**src/rtl/elevator_pkg.sv**
```systemverilog
// Shared types, constants and small decode helpers for the 3-floor elevator car controller.
package elevator_pkg;

    localparam int NUM_FLOORS = 3;

    typedef logic [1:0] floor_t;

    typedef enum logic [1:0] {
        IDLE      = 2'd0,
        MOVING    = 2'd1,
        DOOR_OPEN = 2'd2
    } car_state_t;

    // Active-low segments, bit order {g,f,e,d,c,b,a}
    localparam logic [6:0] SEG_DIGIT_1 = 7'b1111001;
    localparam logic [6:0] SEG_DIGIT_2 = 7'b0100100;
    localparam logic [6:0] SEG_DIGIT_3 = 7'b0110000;

    function automatic logic [NUM_FLOORS-1:0] floor_bit(input floor_t f);
        return NUM_FLOORS'(3'b001 << f);
    endfunction

    function automatic logic [NUM_FLOORS-1:0] above_mask(input floor_t f);
        case (f)
            2'd0:    return 3'b110;
            2'd1:    return 3'b100;
            default: return 3'b000;
        endcase
    endfunction

    function automatic logic [NUM_FLOORS-1:0] below_mask(input floor_t f);
        case (f)
            2'd1:    return 3'b001;
            2'd2:    return 3'b011;
            default: return 3'b000;
        endcase
    endfunction

    function automatic logic [6:0] seg_digit(input floor_t f);
        case (f)
            2'd0:    return SEG_DIGIT_1;
            2'd1:    return SEG_DIGIT_2;
            default: return SEG_DIGIT_3;
        endcase
    endfunction

endpackage

```
**src/rtl/elevator_car_ctrl_door_timer.sv**
```systemverilog
// Door hold timer: loads DOOR_TIME, reloads while held (overload), stands still while frozen (sos).
module door_timer #(
    parameter int DOOR_TIME = 20
) (
    input  logic clk,
    input  logic rst,
    input  logic load,
    input  logic hold,
    input  logic freeze,
    output logic expired
);

    localparam int TW = $clog2(DOOR_TIME + 1);

    logic [TW-1:0] r_cnt;

    always_ff @(posedge clk) begin
        if (rst) begin
            r_cnt <= '0;
        end else if (load || hold) begin
            r_cnt <= TW'(DOOR_TIME);
        end else if (!freeze && r_cnt != '0) begin
            r_cnt <= r_cnt - TW'(1);
        end
    end

    // r_cnt is the number of open cycles still to run, the current one included
    assign expired = (r_cnt <= TW'(1));

endmodule

```
**src/rtl/elevator_car_ctrl.sv**
```systemverilog
// 3-floor car controller: call latching, step-counted position, SCAN direction and door timing.
// Defining ELEVATOR_FLOOR_7SEG_EN adds the registered active-low floor display output seg_n.
module elevator_car_ctrl
    import elevator_pkg::*;
#(
    parameter int STEPS_PER_FLOOR = 4,
    parameter int DOOR_TIME       = 20
) (
    input  logic       clk,
    input  logic       rst,
    input  logic       move_clk,
    input  logic [2:0] call,
    input  logic       sos_mode,
    input  logic       weight_limit_exceeded,
    output logic       move_handler,
    output logic       led1,
    output logic       led2,
    output logic       led3,
    output logic [1:0] floor,
    output logic       dir_up,
    output logic       door_open,
    output logic [2:0] pending
`ifdef ELEVATOR_FLOOR_7SEG_EN
    ,
    output logic [6:0] seg_n
`endif
);

    localparam int PW = $clog2(STEPS_PER_FLOOR);

    car_state_t            r_state, w_state_nx;
    floor_t                r_floor, w_floor_nx, w_floor_adj;
    logic [PW-1:0]         r_pos, w_pos_nx;
    logic [NUM_FLOORS-1:0] r_pending, w_pend_all, w_pend_nx, w_beyond;
    logic                  r_dir_up, w_dir_nx;
    logic                  r_move_clk_q, r_step;
    logic                  w_at_last, w_door_load, w_door_expired;

    assign w_pend_all  = r_pending | call;
    assign w_at_last   = (r_pos == PW'(STEPS_PER_FLOOR - 1));
    assign w_floor_adj = r_dir_up ? floor_t'(r_floor + 2'd1) : floor_t'(r_floor - 2'd1);
    assign w_beyond    = r_dir_up ? above_mask(w_floor_adj) : below_mask(w_floor_adj);

    always_comb begin
        w_state_nx  = r_state;
        w_floor_nx  = r_floor;
        w_pos_nx    = r_pos;
        w_dir_nx    = r_dir_up;
        w_pend_nx   = w_pend_all;
        w_door_load = 1'b0;
        case (r_state)
            IDLE: begin
                w_pend_nx = w_pend_all & ~floor_bit(r_floor);
                if (|(w_pend_all & floor_bit(r_floor))) begin
                    w_state_nx  = DOOR_OPEN;
                    w_door_load = 1'b1;
                end else if (|w_pend_all) begin
                    w_state_nx = MOVING;
                    if (r_dir_up && |(w_pend_all & above_mask(r_floor))) begin
                        w_dir_nx = 1'b1;
                    end else if (|(w_pend_all & below_mask(r_floor))) begin
                        w_dir_nx = 1'b0;
                    end else begin
                        w_dir_nx = 1'b1;
                    end
                end
            end
            MOVING: begin
                if (r_step && !sos_mode) begin
                    if (w_at_last) begin
                        w_pos_nx   = '0;
                        w_floor_nx = w_floor_adj;
                        if (|(w_pend_all & floor_bit(w_floor_adj))) begin
                            w_state_nx  = DOOR_OPEN;
                            w_door_load = 1'b1;
                            w_pend_nx   = w_pend_all & ~floor_bit(w_floor_adj);
                        end else if (!(|(w_pend_all & w_beyond))) begin
                            w_state_nx = IDLE;
                        end
                    end else begin
                        w_pos_nx = r_pos + PW'(1);
                    end
                end
            end
            DOOR_OPEN: begin
                // A call for this floor is absorbed and simply keeps the door open longer
                w_pend_nx   = w_pend_all & ~floor_bit(r_floor);
                w_door_load = |(call & floor_bit(r_floor));
                if (w_door_expired && !w_door_load && !weight_limit_exceeded && !sos_mode) begin
                    w_state_nx = IDLE;
                end
            end
            default: w_state_nx = IDLE;
        endcase
    end

    always_ff @(posedge clk) begin
        if (rst) begin
            r_state      <= IDLE;
            r_floor      <= '0;
            r_pos        <= '0;
            r_pending    <= '0;
            r_dir_up     <= 1'b1;
            r_move_clk_q <= 1'b0;
            r_step       <= 1'b0;
        end else begin
            r_state      <= w_state_nx;
            r_floor      <= w_floor_nx;
            r_pos        <= w_pos_nx;
            r_pending    <= w_pend_nx;
            r_dir_up     <= w_dir_nx;
            r_move_clk_q <= move_clk;
            r_step       <= move_clk & ~r_move_clk_q;
        end
    end

    door_timer #(
        .DOOR_TIME(DOOR_TIME)
    ) u_door_timer (
        .clk    (clk),
        .rst    (rst),
        .load   (w_door_load),
        .hold   (weight_limit_exceeded),
        .freeze (sos_mode),
        .expired(w_door_expired)
    );

    assign move_handler = (r_state == MOVING);
    assign door_open    = (r_state == DOOR_OPEN);
    assign floor        = r_floor;
    assign dir_up       = r_dir_up;
    assign pending      = r_pending;
    assign led1         = (r_floor == 2'd0) && (r_pos == '0);
    assign led2         = (r_floor == 2'd1) && (r_pos == '0);
    assign led3         = (r_floor == 2'd2) && (r_pos == '0);

`ifdef ELEVATOR_FLOOR_7SEG_EN
    logic [6:0] r_seg_n;

    always_ff @(posedge clk) begin
        if (rst) begin
            r_seg_n <= SEG_DIGIT_1;
        end else begin
            r_seg_n <= seg_digit(w_floor_nx);
        end
    end

    assign seg_n = r_seg_n;
`endif

endmodule

```
**config.mk**
```make
export PLATFORM = sky130hd
export DESIGN_NAME = elevator_car_ctrl
export DESIGN_NICKNAME = d
export VERILOG_FILES = /design/src/rtl/elevator_pkg.sv /design/src/rtl/elevator_car_ctrl_door_timer.sv /design/src/rtl/elevator_car_ctrl.sv
export SDC_FILE = /design/constraint.sdc
export NUM_CORES = 1
export LEC_CHECK = 0
export ABC_CLOCK_PERIOD_IN_PS = 5500
export CORE_MARGIN = 10
export CORE_UTILIZATION = 45
export DETAILED_ROUTE_END_ITERATION = 8
export GPL_TIMING_DRIVEN = 0
export PLACE_DENSITY = 0.8
export SYNTH_ARGS = -nofsm -noshare
export SYNTH_HDL_FRONTEND = slang
export SYNTH_SLANG_ARGS = --single-unit
export TNS_END_PERCENT = 1
```
**constraint.sdc**
```tcl
create_clock -name clk -period 5.5 [get_ports clk]
set_input_delay 0.825 -clock clk [delete_from_list [all_inputs] [get_ports clk]]
set_output_delay 0.825 -clock clk [all_outputs]
set_load 0.02 [all_outputs]
```
==> flow_metrics.py, run 1 <==
metrics = {
    "run_status": {
        "status": "finished clean",
    },
    "finish": {
        "final_util": 0.5647,
        "drive_gt1_frac": 0.04403,
        "area_delta_synth_final_pct": 21.49,
        "fillers": 231,
        "final_area_um2": 1386,
        "diodes": 0,
        "nets": 181,
        "instances_no_fill": 189,
    },
    "global_routing": {
        "overflow": 0,
        "grt_pass1_vias": 1071,
        "antenna_found_initial": 0,
        "grt_max_degree": 11,
        "grt_pass1_wl_um": 4947,
        "grt.total_usage": 0.1189,
    },
    "worst_setup_path": {
        "critPathLaunch": "floor[0]",
        "criticalPathCategory": "reg -> out",
        "start_kind": "flip-flop",
        "worstPathRequired_ns": 4.68,
        "crit_path_end_kind": "output port",
        "crit_fanout": 7,
        "crit_arrival_ns": 1.87,
        "r2r_start": "floor[0]",
    },
    "synth": {
        "ys_warn_count": 0,
        "synthFlopType": "dfxtp_1",
        "synthesis.nets": 158,
        "seq_area_frac_synth": 0.2982,
        "yosysTopAreaCellShare": 0.2982,
        "synth_cells": 137,
        "avgSynthCellArea_um2": 8.329,
        "ys_ff_latch": 17,
        "synth_cell_types": 38,
        "synth_edf_count": 0,
        "yosys.area.top_type": "dfxtp_1",
        "synth_area_leaders": "dfxtp_1, ha_1, inv_1",
        "async_reset_ff_frac": 0,
        "syn_area_um2": 1141,
    },
    "placed_design": {
        "port_buffers": 18,
        "placed_cell_area_um2": 1359,
        "place_inst": 185,
        "post-dp-hpwl_um": 2283,
        "routabilityCongestion": 0.8966,
    },
    "clock_network": {
        "cts_sinks": 17,
        "cts_setup_buffers": 0,
        "cts_root_buf": "clkbuf_4",
        "clk_path_buf_depth": 2,
        "holdBufCountCts": 0,
        "tritoncts": "done",
        "htreeDepth": 1,
        "clock_latency_ns": 0.30,
        "clk_pin_slew_ns": 0.11,
        "cts_buffers": 3,
        "postCtsResizedCells": 0,
    },
    "sta": {
        "finalSetupTns_ns": 0,
        "setup_viol": 0,
        "hold_violations": 0,
        "finalMaxSlewViolations": 0,
        "worst_clock_skew_ns": 0.007908,
        "max_freq_mhz": 371.0,
        "rsz0062_at_grt": "false",
        "tightest_slew_ns": 0.5506,
        "finalCritPeriodShare": 0.4901,
        "slew_headroom": 0.6279,
        "final.min_clock_period_ns": 2.696,
    },
    "floorplan": {
        "start_util": 0.4648,
        "die_area_um2": 4950,
        "num_rows": 18,
        "dieWidth_um": 70.36,
        "ios": 19,
        "coreArea_um2": 2455,
        "die_y_um": 70.36,
    },
    "routing": {
        "drc": 0,
        "dr.pass1.iters": 4,
        "vias_per_cell": 5.815,
        "wl_um": 2919,
        "wl_per_cell_um": 15.44,
        "vias": 1099,
        "antenna_left": 0,
        "drt-initial-drc-count": 73,
    },
    "power_and_ir_drop": {
        "vdd_drop_max_uv": 170.4,
        "power_density_nw_per_um2": 263.6,
        "power_leakage_uw": 0.0005508,
    },
    "min_path": {
        "min-delay-start": "r_move_clk_q",
        "min_path_type": "reg -> reg",
    },
    "run": {
        "cap_violations": 0,
    },
}
==> per-stage QoR <==
| stage | power, uW | hold WS (ns) | setup WS (ns) |
|---|---|---|---|
| finish | 365.4 | 0.4024 | 2.804 |
| global route | 389.0 | 0.4261 | 2.671 |
| CTS | 365.8 | 0.4022 | 2.785 |
| detailed placement | 294.8 | 0.3856 | 2.991 |
| global placement | 291.3 | 0.3780 | 3.003 |
| floorplan | 247.8 | 0.3674 | 3.247 |
==> synthesized netlist by cell type (3+ instances only) <==
| cell | n |
|---|---|
| a2111oi_0 | 3 |
| a21oi_1 | 9 |
| a311oi_1 | 3 |
| a31oi_1 | 3 |
| and2_1 | 3 |
| dfxtp_1 | 17 |
| ha_1 | 13 |
| inv_1 | 16 |
| nand2_1 | 4 |
| nand2b_1 | 3 |
| nand3_1 | 3 |
| nor2_1 | 12 |
| nor2b_1 | 5 |
| nor3_1 | 3 |
| o21ai_0 | 9 |
| xnor2_1 | 4 |
==> registers in the layout (all words and copies together) (netlist names) <==
| signal | flops |
|---|---|
| u_door_timer.r_cnt | 5 |
| pending | 3 |
| floor | 2 |
| r_pos | 2 |
| dir_up | 1 |
| r_step | 1 |
| r_move_clk_q | 1 |
| r_state | 2 |
==> worst paths after layout <==
kind,to,slack [ns],depth (start not counted)
setup reg to reg,r_state[1],2.99,9
hold / removal,r_step,0.40,1
setup / recovery,led1,2.80,4
hold reg to reg,r_step,0.40,1
==> report_power, final <==
| part | switching, uW | leakage, uW | total, uW | internal, uW |
|---|---|---|---|---|
| registers | 24.2 | 0.000140 | 162 | 137 |
| clock network | 43.9 | 0.0000177 | 71.1 | 27.2 |
| logic | 69.3 | 0.000393 | 133 | 63.3 |
==> cells by family (layout without fill, tap and decap cells) <==
kind of cell | Yosys count | count (layout) | synth area share
muxes | 1 | 1 | 0.008772
AOI/OAI and AO/OA | 42 | 42 | 0.2610
xor gates and xnor gates | 4 | 4 | 0.03070
DFF | 17 | 17 | 0.2982
and+or+nand+nor | 42 | 42 | 0.1996
adders and majority gates | 13 | 13 | 0.1425
buffers and inverters | 18 | 40 | 0.05922
==> critical path, cell delays in order (launching register included) <==
cell	delay, ns
dfxtp_1	0.47
inv_1	0.13
ha_1	0.27
and2_1	0.17
clkdlybuf4s50_1	0.53
==> cell usage in the layout (no fill, tap or decap), types with 2 or more instances in the layout <==
cell type         n
o21ai_0           9
a31oi_1           3
nor2_1           12
nand3_1           3
nor3_1            3
o311ai_0          2
ha_1             13
nand2b_1          3
a311oi_1          3
dfxtp_1          17
and3_1            2
clkbuf_4          3
clkdlybuf4s50_1  18
and2_1            3
nand2_1           4
a41o_1            2
nor2b_1           5
clkbuf_1          2
xnor2_1           4
o2bb2ai_1         2
a2111oi_0         3
a21oi_1           9
inv_1            16
==> layout make-up <==
type                       count  area [um^2]  share of cell area
buffer                         2        7.507            0.005415
clock buffer                   3        22.52             0.01625
clock inverter                 1        5.005            0.003610
inverter                      16        60.06             0.04332
multi-input combinational    102        733.2              0.5289
sequential                    17        340.3              0.2455
tap                           30        37.54             0.02708
timing repair buffer          18        180.2              0.1300
==> metal layers <==
layer | wire (um) | GRT usage
met4 | 26 | 0.03728
met3 | 295 | 0.06780
met1 | 1290 | 0.1389
met2 | 1307 | 0.1776
met5 | 0 | 0
No activity file was read; power rests on OpenSTA's default activity.
==> run 2: changes to the inputs <==
--- a/config.mk
+++ b/config.mk
@@ -5,12 +5,12 @@
 export SDC_FILE = /design/constraint.sdc
 export NUM_CORES = 1
 export LEC_CHECK = 0
-export ABC_CLOCK_PERIOD_IN_PS = 5500
+export ABC_CLOCK_PERIOD_IN_PS = 2400
 export CORE_MARGIN = 10
 export CORE_UTILIZATION = 45
 export DETAILED_ROUTE_END_ITERATION = 8
 export GPL_TIMING_DRIVEN = 0
-export PLACE_DENSITY = 0.8
+export PLACE_DENSITY = 0.83
 export SYNTH_ARGS = -nofsm -noshare
 export SYNTH_HDL_FRONTEND = slang
 export SYNTH_SLANG_ARGS = --single-unit
==> constraint.sdc (replaced) <==
create_clock -name clk -period 2.4 [get_ports clk]
set_input_delay 0.36 -clock clk [delete_from_list [all_inputs] [get_ports clk]]
set_output_delay 0.36 -clock clk [all_outputs]
set_load 0.02 [all_outputs]
==> flow_metrics.py, run 2 (synthesis gave the netlist of run 1 again) <==
metrics = {
    "routing": {
        "dr.pass1.iters": 4,
        "vias": 1111,
        "vias_per_cell": 5.878,
        "wl_um": 2924,
        "antenna_left": 0,
        "drt-initial-drc-count": 127,
        "drc": 0,
        "wl_per_cell_um": 15.47,
    },
    "power_and_ir_drop": {
        "power_leakage_uw": 0.0005604,
        "clkPwrFrac": 0.187,
        "p_int_uw": 522.7,
        "p_sw_frac": 0.3706,
        "p_total_uw": 830.5,
        "power_density_nw_per_um2": 594.7,
        "seq_power_share": 0.447,
        "p_sw_uw": 307.8,
        "pwr-share-comb": 0.367,
        "vdd_drop_max_uv": 440.6,
    },
    "worst_setup_path": {
        "worstPathRequired_ns": 2.58,
        "worst-path-buf-inv": 3,
        "path_common_cell": "inv_1",
        "cp_slowest_cell": "dfxtp_2",
        "crit_fanout": 7,
        "crit_chain": "inv_1 > ha_1 > xnor2_2 > inv_1 > ha_1 > inv_1 > o311ai_1 > a31oi_1 > o2bb2ai_1",
        "crit_path_end_kind": "flip-flop",
        "criticalPathCategory": "reg -> reg",
        "crit_arrival_ns": 2.44,
        "cp_top_family": "compound AO/OA/AOI/OAI gates",
        "start_kind": "flip-flop",
        "cpPeakStageDelay_ns": 0.41,
    },
    "finish": {
        "final_common_cell": "clkdlybuf4s50_1",
        "area_delta_synth_final_pct": 22.37,
        "nets": 181,
        "diodes": 0,
        "largest-register": "u_door_timer.r_cnt",
        "fillers": 223,
        "final_area_um2": 1396,
        "instances_no_fill": 189,
        "multi_input_area_um2": 740.7,
        "layout_common_cells": "clkdlybuf4s50_1, inv_1, dfxtp_1",
        "drive_gt1_frac": 0.06289,
        "seq_area_um2": 342.8,
        "largest_reg_flops": 5,
    },
    "floorplan": {
        "num_rows": 18,
        "die_y_um": 70.36,
        "dieWidth_um": 70.36,
        "ios": 19,
        "die_area_um2": 4950,
        "coreArea_um2": 2455,
        "start_util": 0.4648,
    },
    "placed_design": {
        "post-dp-hpwl_um": 2318,
        "place_inst": 185,
        "port_buffers": 18,
        "routabilityCongestion": 0.8839,
        "post-place-ws_ns": -0.07431,
        "placed_cell_area_um2": 1359,
    },
    "sta": {
        "slew_headroom": 0.6680,
        "finalCritPeriodShare": 0.9412,
        "max_freq_mhz": 442.7,
        "setup_viol": 0,
        "finalSetupTns_ns": 0,
        "worst_clock_skew_ns": 0.006605,
        "tightest_slew_ns": 0.4912,
        "final.min_clock_period_ns": 2.259,
        "finalMaxSlewViolations": 0,
        "hold_violations": 0,
        "setup_slack_ns": 0.1411,
        "rsz0062_at_grt": "false",
    },
    "run": {
        "cap_violations": 0,
    },
    "global_routing": {
        "grt_max_degree": 11,
        "grt_pass1_wl_um": 4857,
        "antenna_found_initial": 0,
        "grt.total_usage": 0.1128,
        "grt_pass1_vias": 1091,
        "overflow": 0,
    },
    "clock_network": {
        "clk_pin_slew_ns": 0.11,
        "clk_path_buf_depth": 2,
        "cts_setup_buffers": 0,
        "cts_root_buf": "clkbuf_4",
        "htreeDepth": 1,
        "tritoncts": "done",
        "cts_sinks": 17,
        "clock_latency_ns": 0.29,
        "cts_buffers": 3,
    },
    "run_status": {
        "status": "finished clean",
    },
    "min_path": {
        "min_path_type": "reg -> reg",
    },
}
[run 2: final cells by class]
type	instances	area share
Buffer	2	0.005376
Clock buffer	3	0.01613
Clock inverter	1	0.003584
Inverter	16	0.04301
Multi-Input combinational cell	102	0.5305
Sequential cell	17	0.2455
Tap cell	30	0.02688
Timing Repair Buffer	18	0.1290
[run 2: per-stage QoR]
| stage | hold WS (ns) | util |
|---|---|---|
| 6_report | 0.3924 | 0.5688 |
| 5_1_grt | 0.4203 | 0.5688 |
| 4_1_cts | 0.3972 | 0.5652 |
| 3_5_place_dp | 0.3819 | 0.5535 |
| 3_3_place_gp | 0.3777 | 0.5535 |
| 2_1_floorplan | 0.3674 | - |
[run 2: power by group through the flow]
stage	clock network, uW	logic, uW	registers, uW
floorplan	0	204	364
global placement	0	293	373
global route	170	332	375
finish	155	305	371
CTS	163	303	368
detailed placement	0	301	374
[run 2: worst register-to-register path: cells and delay by family (launching register included)]
family                     cells  cell delay [ns]
AOI/OAI and AO/OA              3             0.71
adders and majority gates      2             0.62
DFF                            1             0.41
buffers and inverters          3             0.22
xor gates and xnor gates       1             0.20
[run 2: path summary, 6_finish.rpt]
check	slack, ns	cells after the start	end	startpoint
worst min-delay path	0.39	1	r_step	r_move_clk_q
worst max register to register	0.14	9	r_state[1]	floor[0]
worst min register to register	0.39	1	r_step	r_move_clk_q
worst max-delay path	0.14	9	r_state[1]	floor[0]
[run 2: routing by layer]
metal  vias to the layer above  part of all wire  track usage
met5                         -                 0            0
met4                         0             0.011      0.03070
met3                         6             0.087      0.04237
met2                        45              0.44       0.1786
met1                       516              0.46       0.1380
li1                        544                 -            -
[run 2: what timing repair did]
action                                  in CTS  in global routing
gates resized for setup                      2                  3
endpoints found under the setup margin       3                  7
hold buffers                                 0                  0
==> run 3: changes to the inputs <==
--- a/config.mk
+++ b/config.mk
@@ -7,10 +7,10 @@
 export LEC_CHECK = 0
 export ABC_CLOCK_PERIOD_IN_PS = 2400
 export CORE_MARGIN = 10
-export CORE_UTILIZATION = 45
+export CORE_UTILIZATION = 47
 export DETAILED_ROUTE_END_ITERATION = 8
 export GPL_TIMING_DRIVEN = 0
-export PLACE_DENSITY = 0.83
+export PLACE_DENSITY = 0.86
 export SYNTH_ARGS = -nofsm -noshare
 export SYNTH_HDL_FRONTEND = slang
 export SYNTH_SLANG_ARGS = --single-unit
==> flow_metrics.py, run 3 (synthesis gave the netlist of run 1 again) <==
metrics = {
    "worst_setup_path": {
        "r2r_slack_ns": 0.19,
        "r2r_cells": 9,
        "crit_chain": "inv_1 > ha_1 > xnor2_2 > inv_1 > ha_1 > o21ai_1 > a311oi_2 > a211o_1 > a211oi_2",
        "r2r_start": "floor[0]",
        "cpPeakStageDelay_ns": 0.39,
        "start_kind": "flip-flop",
        "criticalPathCategory": "reg -> reg",
        "crit_arrival_ns": 2.44,
        "reg2reg_to": "u_door_timer.r_cnt[1]",
        "worstPathRequired_ns": 2.63,
        "crit_fanout": 7,
        "crit_path_end_kind": "flip-flop",
        "worst-path-buf-inv": 2,
        "cp_slowest_cell": "dfxtp_4",
        "cp_top_family": "compound AO/OA/AOI/OAI gates",
    },
    "floorplan": {
        "coreArea_um2": 2255,
        "start_util": 0.5061,
        "dieWidth_um": 69.28,
        "die_area_um2": 4799,
        "ios": 19,
        "num_rows": 17,
        "die_y_um": 69.28,
    },
    "clock_network": {
        "cts_setup_buffers": 0,
        "cts_sinks": 17,
        "clock_latency_ns": 0.30,
        "tritoncts": "done",
        "cts_root_buf": "clkbuf_4",
        "clk_pin_slew_ns": 0.10,
        "cts_buffers": 3,
        "clk_path_buf_depth": 2,
        "htreeDepth": 1,
    },
    "sta": {
        "finalSetupTns_ns": 0,
        "max_freq_mhz": 452.2,
        "slew_headroom": 0.6606,
        "tightest_slew_ns": 0.5022,
        "finalCritPeriodShare": 0.9214,
        "hold_violations": 0,
        "worst_clock_skew_ns": 0.002117,
        "finalMaxSlewViolations": 0,
        "setup_viol": 0,
        "final.min_clock_period_ns": 2.211,
        "rsz0062_at_grt": "false",
    },
    "power_and_ir_drop": {
        "p_total_uw": 826.3,
        "power_density_nw_per_um2": 589.1,
        "vdd_drop_max_uv": 449.9,
        "power_leakage_uw": 0.0005609,
    },
    "routing": {
        "drt-initial-drc-count": 52,
        "antenna_left": 0,
        "dr.pass1.iters": 4,
        "wirelength_met1_um": 1176,
        "wl_per_cell_um": 14.97,
        "vias_per_cell": 5.829,
        "wl_um": 2800,
        "dr_wl_met3_um": 202,
        "vias": 1090,
        "wl_met2_um": 1338,
        "top_layer": "met4",
        "drc": 0,
    },
    "run": {
        "cap_violations": 0,
    },
    "global_routing": {
        "grt.total_usage": 0.1157,
        "overflow": 0,
        "grt_pass1_wl_um": 4678,
        "grt_pass1_vias": 1075,
        "grt_max_degree": 11,
        "antenna_found_initial": 0,
    },
    "run_status": {
        "status": "finished clean",
    },
    "finish": {
        "largest_reg_flops": 5,
        "area_delta_synth_final_pct": 22.92,
        "nets": 181,
        "final_common_cell": "clkdlybuf4s50_1",
        "layout_common_cells": "clkdlybuf4s50_1, inv_1, dfxtp_1",
        "drive_gt1_frac": 0.06918,
        "diodes": 0,
        "largest-register": "u_door_timer.r_cnt",
    },
    "min_path": {
        "hold_depth": 1,
        "min-delay-start": "r_move_clk_q",
        "min_path_type": "reg -> reg",
        "hold_end": "r_step",
    },
    "placed_design": {
        "post-dp-hpwl_um": 2190,
        "routabilityCongestion": 0.9893,
        "port_buffers": 18,
    },
}
-- run 3: layout make-up --
cell class / instances / area (um^2)
fillers: 200 / 852.1
multi-input cells: 102 / 747.0
flip-flops and latches: 17 / 345.3
repair buffers: 18 / 180.2
inverters: 16 / 60.06
well taps: 28 / 35.03
clock buffers: 3 / 22.52
plain buffers: 2 / 7.507
clock inverters: 1 / 5.005
-- run 3: worst max-delay path by stage --
stage / startpoint / to / slack (ns) / cells after the start
floorplan: floor[0] / r_state[1] / 0.15 / 9
detailed placement: floor[0] / r_state[1] / -0.07 / 9
finish: floor[0] / u_door_timer.r_cnt[1] / 0.19 / 9
global placement: floor[0] / r_state[1] / 0.02 / 9
CTS: floor[1] / u_door_timer.r_cnt[1] / 0.06 / 9
global route: floor[0] / u_door_timer.r_cnt[1] / 0.03 / 9
-- run 3: metal layers --
metal | up-vias | global-route usage
met2 | 36 | 0.1996
met1 | 499 | 0.1096
met3 | 11 | 0.05706
li1 | 544 | -
met4 | 0 | 0.06208
met5 | - | 0
-- run 3: metrics by stage --
step / instance area (um^2) / hold slack [ns] / utilization / std cells / worst slack [ns]
finish: 1403 / 0.3873 / 0.6221 / 187 / 0.1887
global route: 1403 / 0.3962 / 0.6221 / 187 / 0.03131
CTS: 1385 / 0.3880 / 0.6143 / 187 / 0.05980
detailed placement: 1356 / 0.3743 / 0.6016 / 183 / -0.06942
global placement: 1356 / 0.3758 / 0.6016 / 183 / 0.01762
floorplan: 1141 / 0.3674 / - / 137 / 0.1473
-- run 3: power by group --
part | switching (uW) | internal [uW]
Combinational | 156 | 146
Clock | 94.4 | 62.2
Sequential | 53.5 | 314
-- run 3: timing repair --
item	4_1_cts	5_1_grt
hold buffers	0	0
setup endpoints to repair	3	7
pin swaps	0	1
gates resized for setup	2	6
-- run 3: worst reg2reg max path, stage by stage, from the launching register on --
cell and delay [ns]:
dfxtp_4 0.39, inv_1 0.08, ha_1 0.35, xnor2_2 0.20
inv_1 0.09, ha_1 0.23, o21ai_1 0.16, a311oi_2 0.16
a211o_1 0.35, a211oi_2 0.14
